==> src/rtl/pipeline_ctrl.sv <==
// pipeline_ctrl: RAW-hazard scoreboard, branch/JAL fetch-hold sequencer and
// stall/flush performance counters for the 5-stage FE/ID/EX/MEM/WB pipeline.
module pipeline_ctrl #(
    parameter int REGNOBITS = 4,
    parameter int CNTBITS   = 32
) (
    input  logic                 clk,
    input  logic                 reset_n,
    input  logic                 id_valid,
    input  logic [REGNOBITS-1:0] id_rs,
    input  logic [REGNOBITS-1:0] id_rt,
    input  logic                 id_use_rs,
    input  logic                 id_use_rt,
    input  logic                 id_wr_reg,
    input  logic [REGNOBITS-1:0] id_wregno,
    input  logic                 id_is_ctl,
    input  logic                 ex_resolve,
    input  logic                 ex_mispred,
    input  logic                 wb_wr_reg,
    input  logic [REGNOBITS-1:0] wb_wregno,
    output logic                 stall_fe,
    output logic                 bubble_id,
    output logic                 flush_fe,
    output logic                 pc_load,
    output logic                 issue,
    output logic                 sb_err,
    output logic [CNTBITS-1:0]   stall_cnt,
    output logic [CNTBITS-1:0]   flush_cnt
);
    localparam int NREG = 1 << REGNOBITS;

    typedef enum logic {
        ST_RUN  = 1'b0,
        ST_WAIT = 1'b1
    } state_t;

    state_t                  r_state;
    state_t                  w_state_nxt;
    logic [NREG-1:0][1:0]    r_pend;
    logic [NREG-1:0][1:0]    w_pend_nxt;
    logic                    w_err_set;
    logic                    r_sb_err;
    logic [CNTBITS-1:0]      r_stall_cnt;
    logic [CNTBITS-1:0]      r_flush_cnt;

    logic w_wb_hit_rs;
    logic w_wb_hit_rt;
    logic w_haz_rs;
    logic w_haz_rt;
    logic w_data_haz;
    logic w_issue;
    logic w_bubble;
    logic w_stall_fe;
    logic w_flush_fe;
    logic w_pc_load;

    // Hazard detect: eff = pend - wb_retire is nonzero exactly when pend differs
    // from the 0/1 retire count, which also flags the pend=0 underflow case.
    always_comb begin
        w_wb_hit_rs = wb_wr_reg && (wb_wregno == id_rs);
        w_wb_hit_rt = wb_wr_reg && (wb_wregno == id_rt);
        w_haz_rs    = id_use_rs && (r_pend[id_rs] != {1'b0, w_wb_hit_rs});
        w_haz_rt    = id_use_rt && (r_pend[id_rt] != {1'b0, w_wb_hit_rt});
        w_data_haz  = id_valid && (w_haz_rs || w_haz_rt);
    end

    // Control FSM next-state and outputs; reset forces the quiescent output set.
    always_comb begin
        w_state_nxt = r_state;
        w_issue     = 1'b0;
        w_bubble    = 1'b1;
        w_stall_fe  = 1'b0;
        w_flush_fe  = 1'b0;
        w_pc_load   = 1'b0;
        if (reset_n) begin
            case (r_state)
                ST_RUN: begin
                    w_issue    = id_valid && !w_data_haz;
                    w_bubble   = !w_issue;
                    w_stall_fe = w_data_haz;
                    if (w_issue && id_is_ctl) begin
                        w_stall_fe  = 1'b1;
                        w_state_nxt = ST_WAIT;
                    end
                end
                ST_WAIT: begin
                    w_stall_fe = 1'b1;
                    if (ex_resolve) begin
                        w_stall_fe  = 1'b0;
                        w_pc_load   = ex_mispred;
                        w_flush_fe  = ex_mispred;
                        w_state_nxt = ST_RUN;
                    end
                end
                default: w_state_nxt = ST_RUN;
            endcase
        end
    end

    // Scoreboard next values: one writer enters at issue, one leaves at WB.
    always_comb begin
        w_pend_nxt = r_pend;
        w_err_set  = 1'b0;
        for (int r = 0; r < NREG; r++) begin
            logic v_inc;
            logic v_dec;
            v_inc = w_issue && id_wr_reg && (id_wregno == REGNOBITS'(r));
            v_dec = wb_wr_reg && (wb_wregno == REGNOBITS'(r));
            if (v_inc && !v_dec) begin
                if (r_pend[r] == 2'd3) w_err_set = 1'b1;
                else                   w_pend_nxt[r] = r_pend[r] + 2'd1;
            end else if (v_dec && !v_inc) begin
                if (r_pend[r] == 2'd0) w_err_set = 1'b1;
                else                   w_pend_nxt[r] = r_pend[r] - 2'd1;
            end
        end
    end

    // State register, scoreboard and sticky error flag.
    always_ff @(posedge clk or negedge reset_n) begin
        if (!reset_n) begin
            r_state  <= ST_RUN;
            r_pend   <= '0;
            r_sb_err <= 1'b0;
        end else begin
            r_state  <= w_state_nxt;
            r_pend   <= w_pend_nxt;
            r_sb_err <= r_sb_err || w_err_set;
        end
    end

    // Performance counters; both wrap naturally at 2^CNTBITS.
    always_ff @(posedge clk or negedge reset_n) begin
        if (!reset_n) begin
            r_stall_cnt <= '0;
            r_flush_cnt <= '0;
        end else begin
            if (w_bubble && id_valid) r_stall_cnt <= r_stall_cnt + 1'b1;
            if (w_pc_load)            r_flush_cnt <= r_flush_cnt + 1'b1;
        end
    end

    assign issue     = w_issue;
    assign bubble_id = w_bubble;
    assign stall_fe  = w_stall_fe;
    assign flush_fe  = w_flush_fe;
    assign pc_load   = w_pc_load;
    assign sb_err    = r_sb_err;
    assign stall_cnt = r_stall_cnt;
    assign flush_cnt = r_flush_cnt;

endmodule

==> config.mk <==
export PLATFORM = sky130hd
export DESIGN_NAME = pipeline_ctrl
export DESIGN_NICKNAME = d
export VERILOG_FILES = /design/src/rtl/pipeline_ctrl.sv
export SDC_FILE = /design/constraint.sdc
export NUM_CORES = 1
export LEC_CHECK = 0
export ABC_AREA = 1
export CAP_MARGIN = 20
export CORE_MARGIN = 5
export CORE_UTILIZATION = 30
export CTS_CLUSTER_SIZE = 30
export DETAILED_ROUTE_END_ITERATION = 8
export SYNTH_ARGS = -nofsm -noshare
export SYNTH_HDL_FRONTEND = slang
export SYNTH_SLANG_ARGS = --single-unit
==> constraint.sdc <==
create_clock -name clk -period 3.15 [get_ports clk]
set_input_delay 0.63 -clock clk [delete_from_list [all_inputs] [get_ports clk]]
set_output_delay 0.63 -clock clk [all_outputs]
set_load 0.05 [all_outputs]
==> results of run 1 <==
-- cells in the mapped netlist, types with 2 or more instances --
| cell | instances |
|---|---|
| nor3_1 | 28 |
| dfrtp_1 | 98 |
| nand2_4 | 2 |
| buf_4 | 3 |
| nand2_1 | 229 |
| a31oi_1 | 3 |
| nor2_1 | 117 |
| buf_2 | 4 |
| o211ai_1 | 6 |
| xnor2_1 | 26 |
| inv_1 | 117 |
| ha_1 | 34 |
| buf_6 | 8 |
| o31a_1 | 4 |
| a21oi_1 | 12 |
| o21ai_0 | 33 |
| o21a_1 | 7 |
| o31ai_1 | 11 |
| nand3_1 | 114 |
| nor4_1 | 8 |
| inv_2 | 3 |
| nor3_2 | 2 |
| nand4_1 | 45 |
| xor2_1 | 38 |
| clkbuf_1 | 4 |
| and3_1 | 5 |
-- metal layers --
| layer | wire, um | GRT usage (%) |
|---|---|---|
| met5 | 13 | 0 |
| met4 | 429 | 4.99 |
| met3 | 1320 | 3.46 |
| met2 | 10100 | 26.3 |
| met1 | 10500 | 23.5 |
-- report_power, final --
group	total, mW	internal [mW]	switching (mW)
registers	1.53	1.39	0.140
clock network	1.23	0.703	0.524
logic	1.29	0.448	0.841
total	4.04	2.54	1.50
-- cell type report --
class	instances	area, sq um	share of cell area, %
Multi-Input combinational cell	735	4020	43.0
Sequential cell	98	2450	26.2
Timing Repair Buffer	182	1700	18.2
Inverter	120	460	4.93
Tap cell	319	399	4.27
Clock buffer	9	225	2.41
Clock inverter	7	98.8	1.06
-- what timing repair did --
action | 4_1_cts | 5_1_grt
gates cloned | 1 | 1
hold buffers | 0 | 0
gates resized for setup | 37 | 25
pin swaps | 5 | 9
endpoints found under the setup margin | 8 | 10
buffers inserted | 2 | 5
-- sequential cells by signal, summed over array words and instances, names as in the netlist --
signal and count:
flush_cnt 32, r_state 1, stall_cnt 32, sb_err 1, r_pend 32
-- per-stage QoR --
step / area, sq um / power [mW] / instances / hold WS, ns / setup TNS (ns)
floorplan: 7020 / 2.30 / 974 / 0.334 / 0
global placement: 8880 / 2.81 / 1446 / 0.459 / -11.44
detailed placement: 8880 / 2.82 / 1446 / 0.461 / -11.32
CTS: 9290 / 4.07 / 1464 / 0.474 / 0
global route: 9350 / 4.26 / 1470 / 0.503 / -0.00879
finish: 9350 / 4.04 / 1470 / 0.436 / 0
-- logic make-up (layout without fill, tap and decap cells) --
| logic type | count (synthesis) | count (layout) | share of synthesized area, % |
|---|---|---|---|
| flops | 98 | 98 | 34.9 |
| compound gates | 79 | 79 | 7.00 |
| buf+inv | 141 | 318 | 8.64 |
| xor+xnor | 64 | 64 | 7.98 |
| simple gates | 558 | 558 | 35.4 |
| fa+ha+maj | 34 | 34 | 6.06 |
-- path summary, 6_finish.rpt --
check	endpoint	cells after the start	from	slack, ns
max	issue	16	id_rs[0]	0.12
min	r_pend[20]	2	reset_n	0.44
max reg2reg	sb_err	19	r_pend[16]	0.30
min reg2reg	flush_cnt[31]	1	flush_cnt[31]	0.48
max in group asynchronous	stall_cnt[16]	3	reset_n	1.56
min in group clk	flush_cnt[31]	1	flush_cnt[31]	0.48
-- cell usage in the layout (no fill, tap or decap), types with 3 or more instances in the layout --
master,n
nor2_1,115
inv_1,112
buf_6,7
nor2_2,3
nand2_1,227
o21ai_0,32
xor2_1,38
nand4_1,45
a31oi_1,3
o211ai_1,6
o31a_1,4
nor4_1,7
clkbuf_2,3
clkdlybuf4s15_1,3
xnor2_1,25
nand3_2,3
and3_1,5
nand3_1,111
a21oi_1,11
clkbuf_16,9
buf_4,78
inv_2,5
nor3_1,28
nand2_2,3
buf_12,7
o31ai_1,11
ha_1,34
o21a_1,7
dlygate4sd2_1,5
dfrtp_1,98
clkdlybuf4s50_1,76
-- worst register-to-register path: stages, from the launching register on --
cell and delay, ns:
dfrtp_1 0.38, inv_1 0.21, nand2_1 0.08, nand3_1 0.08, nand3_1 0.08, nand3_1 0.13
nand2_1 0.06, nand2_1 0.07, nand3_2 0.07, nand2_2 0.09, nand2_4 0.07, buf_6 0.13
nor3_4 0.13, buf_6 0.14, nand4_1 0.12, ha_1 0.23, nand3_1 0.08, nand2_1 0.06
nor4_2 0.37, nand4_1 0.14
==> flow_summary.yaml, run 1 <==
synth:
  syn_inst: 974
  syn_area_per_cell_sq_um: 7.21
  synth_fp_nets: 1034
  synthArstFlopShare_pct: 100
  syn_area_sq_mm: 0.00702
  ys_ff_latch: 98
  synth.area.top_cells: "dfrtp_1 35%, nand2_1 12%, nand3_1 8.1%"
  synth_flop_cell: "dfrtp_1"
  synth_warnings: 0
  synth_edf_count: 0
  ys_types: 39
  yosysTopAreaCell: "dfrtp_1"
  yosysSeqAreaShare_pct: 34.9
  yosys.area.top_type_share_pct: 34.9
pwr:
  power.density_mw_per_mm2: 433
  p_leak_nw: 4.34
  vdd_drop_max_uv: 284
global_route:
  grt_pass1_vias: 7091
  globalRouteOverflowTotal: 0
  track_usage_pct: 16.8
  antenna_found_initial: 1
  grt_pass1_wl_mm: 36.3
  grt_max_degree: 55
setup_path:
  crit_fanout: 10
  crit_chain: "buf_2, bufbuf_16, nand2_1, nand3_1, nand3_1, nand3_2, nand2_1, inv_1, nand3_2, nand2_2, nand2_4, buf_6, nor3_4, buf_6, buf_4, buf_12"
  critPathMaxStageDelay_ns: 0.28
  setup.worst_path.class: "input port to output port"
  cp_top_family: "buffers and inverters"
  start_kind: "input port"
  critPathBufInv: 7
  worstSetupEndpointType: "output port"
  slowest_stage: "bufbuf_16"
  arrival_ns: 2.40
  worstPathRequired_ns: 2.52
detailed_routing:
  wl_per_cell_um: 15.3
  wl_mm: 22.4
  viasPerCell: 4.87
  drtAntennaViolNets: 0
  route.vias.total: 7153
  drt-initial-drc-count: 568
  drc_errors: 0
  dr.pass1.iters: 7
worst_hold_path:
  worst_hold_path_type: "input port to asynchronous set/reset pin"
clock_tree:
  h-tree-depth: 3
  root_buffer: "clkbuf_16"
  numClockSinks: 98
  path_clk_slew_ns: 0.07
  tritoncts: "built"
  cts_max_path_buffers: 2
  clk-insertion-delay-late_ns: 0.35
  cts_made_buffers: 9
sta:
  hold_viol: 0
  max_freq_ghz: 0.330
  drv_slew: 0
  worst_pin_slew_ns: 0.722
  final.min_clock_period_ns: 3.03
  setup_viol: 0
  fin_crit_sh_pct: 96.2
  layout_setup_ws_ns: 0.120
  slew_headroom_pct: 51.9
  skew_ns: 0.00624
layout:
  fill_cells: 2453
  drive_gt1_share_pct: 12.4
  fin_util_pct: 40.2
  areaGrowthSynthToFinish_pct: 33.1
  diodes: 0
  nNetsFinal: 1206
die:
  dieArea_sq_mm: 0.0266
  ios: 96
  core_area_sq_mm: 0.0233
  start_util_pct: 30.2
  die_w_um: 163
  rows: 56
  die_h_um: 163
placement:
  dp_slack_ns: -0.757
  portBuffers: 95
  gp_congestion: 0.936
  dpl.hpwl_mm: 17.3
run:
  maxCapViolCount: 0
status:
  status: "completed"
(Power assumes the default switching activity.)
==> run 2: changes to the inputs <==
--- a/config.mk
+++ b/config.mk
@@ -7,7 +7,6 @@
 export LEC_CHECK = 0
 export ABC_AREA = 1
 export CAP_MARGIN = 20
-export CORE_MARGIN = 5
 export CORE_UTILIZATION = 30
 export CTS_CLUSTER_SIZE = 30
 export DETAILED_ROUTE_END_ITERATION = 8
==> flow_summary.yaml, run 2 (same netlist as run 1, synthesis figures left out) <==
status:
  status: "completed"
layout:
  fill_cells: 2397
  layout_commonest_cell: "nand2_1"
  diodes: 0
  multi_input_area_sq_mm: 0.00398
  areaGrowthSynthToFinish_pct: 31.5
  fin_area_sq_mm: 0.00924
  drive_gt1_share_pct: 11.6
  stdcell_count: 1459
  mostFrequentLayoutCells: "227 x nand2_1, 114 x nor2_1, 114 x nand3_1"
  regArea_sq_mm: 0.00245
  nNetsFinal: 1201
  fin_util_pct: 40.6
sta:
  layout_setup_ws_ns: 0.138
  skew_ns: 0.00739
  worst_pin_slew_ns: 0.693
  tns_ns: 0
  holdWs_ns: 0.427
  max_freq_ghz: 0.332
  slew_headroom_pct: 53.8
  setup_viol: 0
  fin_crit_sh_pct: 95.6
  hold_viol: 0
  final.min_clock_period_ns: 3.01
  drv_slew: 0
  rsz0062_at_grt: "no"
setup_path:
  cpMostUsedCell: "nand2_1"
  start_kind: "input port"
  crit_chain: "dlygate4sd2_1, inv_2, nor2_1, nor3_1, nand2_1, nor2_2, inv_1, nand2_1, nand3_1, nand2_2, nand2_4, buf_6, o21ai_1, a21oi_1, buf_4, buf_12"
  slowest_stage: "dlygate4sd2_1"
  critPathMaxStageDelay_ns: 0.28
  worstPathRequired_ns: 2.52
  cp_top_family: "buffers and inverters"
  arrival_ns: 2.38
  critPathBufInv: 6
  worstSetupEndpointType: "output port"
  crit_fanout: 4
  setup.worst_path.class: "input port to output port"
die:
  start_util_pct: 30.8
  dieArea_sq_mm: 0.0240
  ios: 96
  die_w_um: 155
  rows: 55
  die_h_um: 155
  core_area_sq_mm: 0.0228
pwr:
  combPwrFrac_pct: 32.6
  power.share.clock_pct: 28.0
  total_power_mw: 3.87
  p_int_mw: 2.38
  vdd_drop_max_uv: 340
  p_switching_mw: 1.50
  swShare_pct: 38.7
  pwr-share-seq_pct: 39.4
  power.density_mw_per_mm2: 419
  p_leak_nw: 4.28
detailed_routing:
  wl_mm: 21.7
  top_layer_used: "met4"
  dr.pass1.iters: 5
  wl_met3_mm: 1.27
  drt-initial-drc-count: 394
  route.vias.total: 7054
  drtAntennaViolNets: 0
  viasPerCell: 4.83
  wl_per_cell_um: 14.9
  dr_wl_met2_mm: 9.70
  met1_length_mm: 10.5
  drc_errors: 0
global_route:
  grt_pass1_vias: 6901
  globalRouteOverflowTotal: 0
  track_usage_pct: 18.5
  grt_pass1_wl_mm: 35.4
  antenna_found_initial: 0
  grt_max_degree: 55
run:
  maxCapViolCount: 0
placement:
  placed_cells: 1434
  portBuffers: 95
  gp_congestion: 0.981
  dpl.hpwl_mm: 16.7
  place_area_sq_mm: 0.00883
  dp_slack_ns: -0.578
clock_tree:
  cts_made_buffers: 9
  tritoncts: "built"
  root_buffer: "clkbuf_16"
  path_clk_slew_ns: 0.08
  cts_max_path_buffers: 2
  numClockSinks: 98
  clk-insertion-delay-late_ns: 0.35
  h-tree-depth: 3
worst_hold_path:
  worst_hold_path_type: "input port to asynchronous set/reset pin"
## run 2: cell count changes in the layout (fill, tap and decap cells not counted), moves of 2 or more
cell / change
buf_4: -4
buf_2: -2
nand3_2: -3
clkdlybuf4s15_1: -3
bufinv_16: -2
inv_6: -2
buf_12: +3
inv_8: +2
buf_6: -3
clkinvlp_4: +2
dlygate4sd2_1: +5
nand3_1: +3
## run 2: power by group through the flow
stage | Sequential, mW | Clock, mW | Combinational (mW)
after floorplan | 1.74 | 0 | 0.560
after global placement | 1.54 | 0 | 1.23
after detailed placement | 1.55 | 0 | 1.24
after CTS | 1.53 | 1.13 | 1.27
after global routing | 1.55 | 1.18 | 1.37
final | 1.53 | 1.09 | 1.26
## run 2: cell type report
cell class,count,area share (%)
clock buffer,9,2.44
timing repair buffer,177,18.0
multi-input combinational,735,43.1
tap,313,4.24
inverter,120,4.96
sequential,98,26.5
clock inverter,7,0.677
## run 2: final timing paths
path	start	end	slack [ns]	cells past startpoint
max	wb_wregno[0]	stall_fe	0.14	16
max in group asynchronous	reset_n	stall_cnt[8]	1.57	3
min reg2reg	flush_cnt[31]	flush_cnt[31]	0.49	1
min in group clk	flush_cnt[31]	flush_cnt[31]	0.49	1
max reg2reg	r_pend[4]	sb_err	0.33	20
min	reset_n	r_pend[28]	0.43	2
## run 2: per-layer routing
layer  vias up  global-route usage [%]
li1       3545                       -
met1      3288                    25.6
met2       195                    29.9
met3        26                    3.09
met4         0                    4.95
met5         -                       0
## run 2: what timing repair did
item	CTS	global route
hold endpoints to repair	0	0
hold buffers	0	0
cloned	1	0
gates resized for setup	32	8
buffers inserted	7	1
endpoints found under the setup margin	8	5
pin swaps	7	3
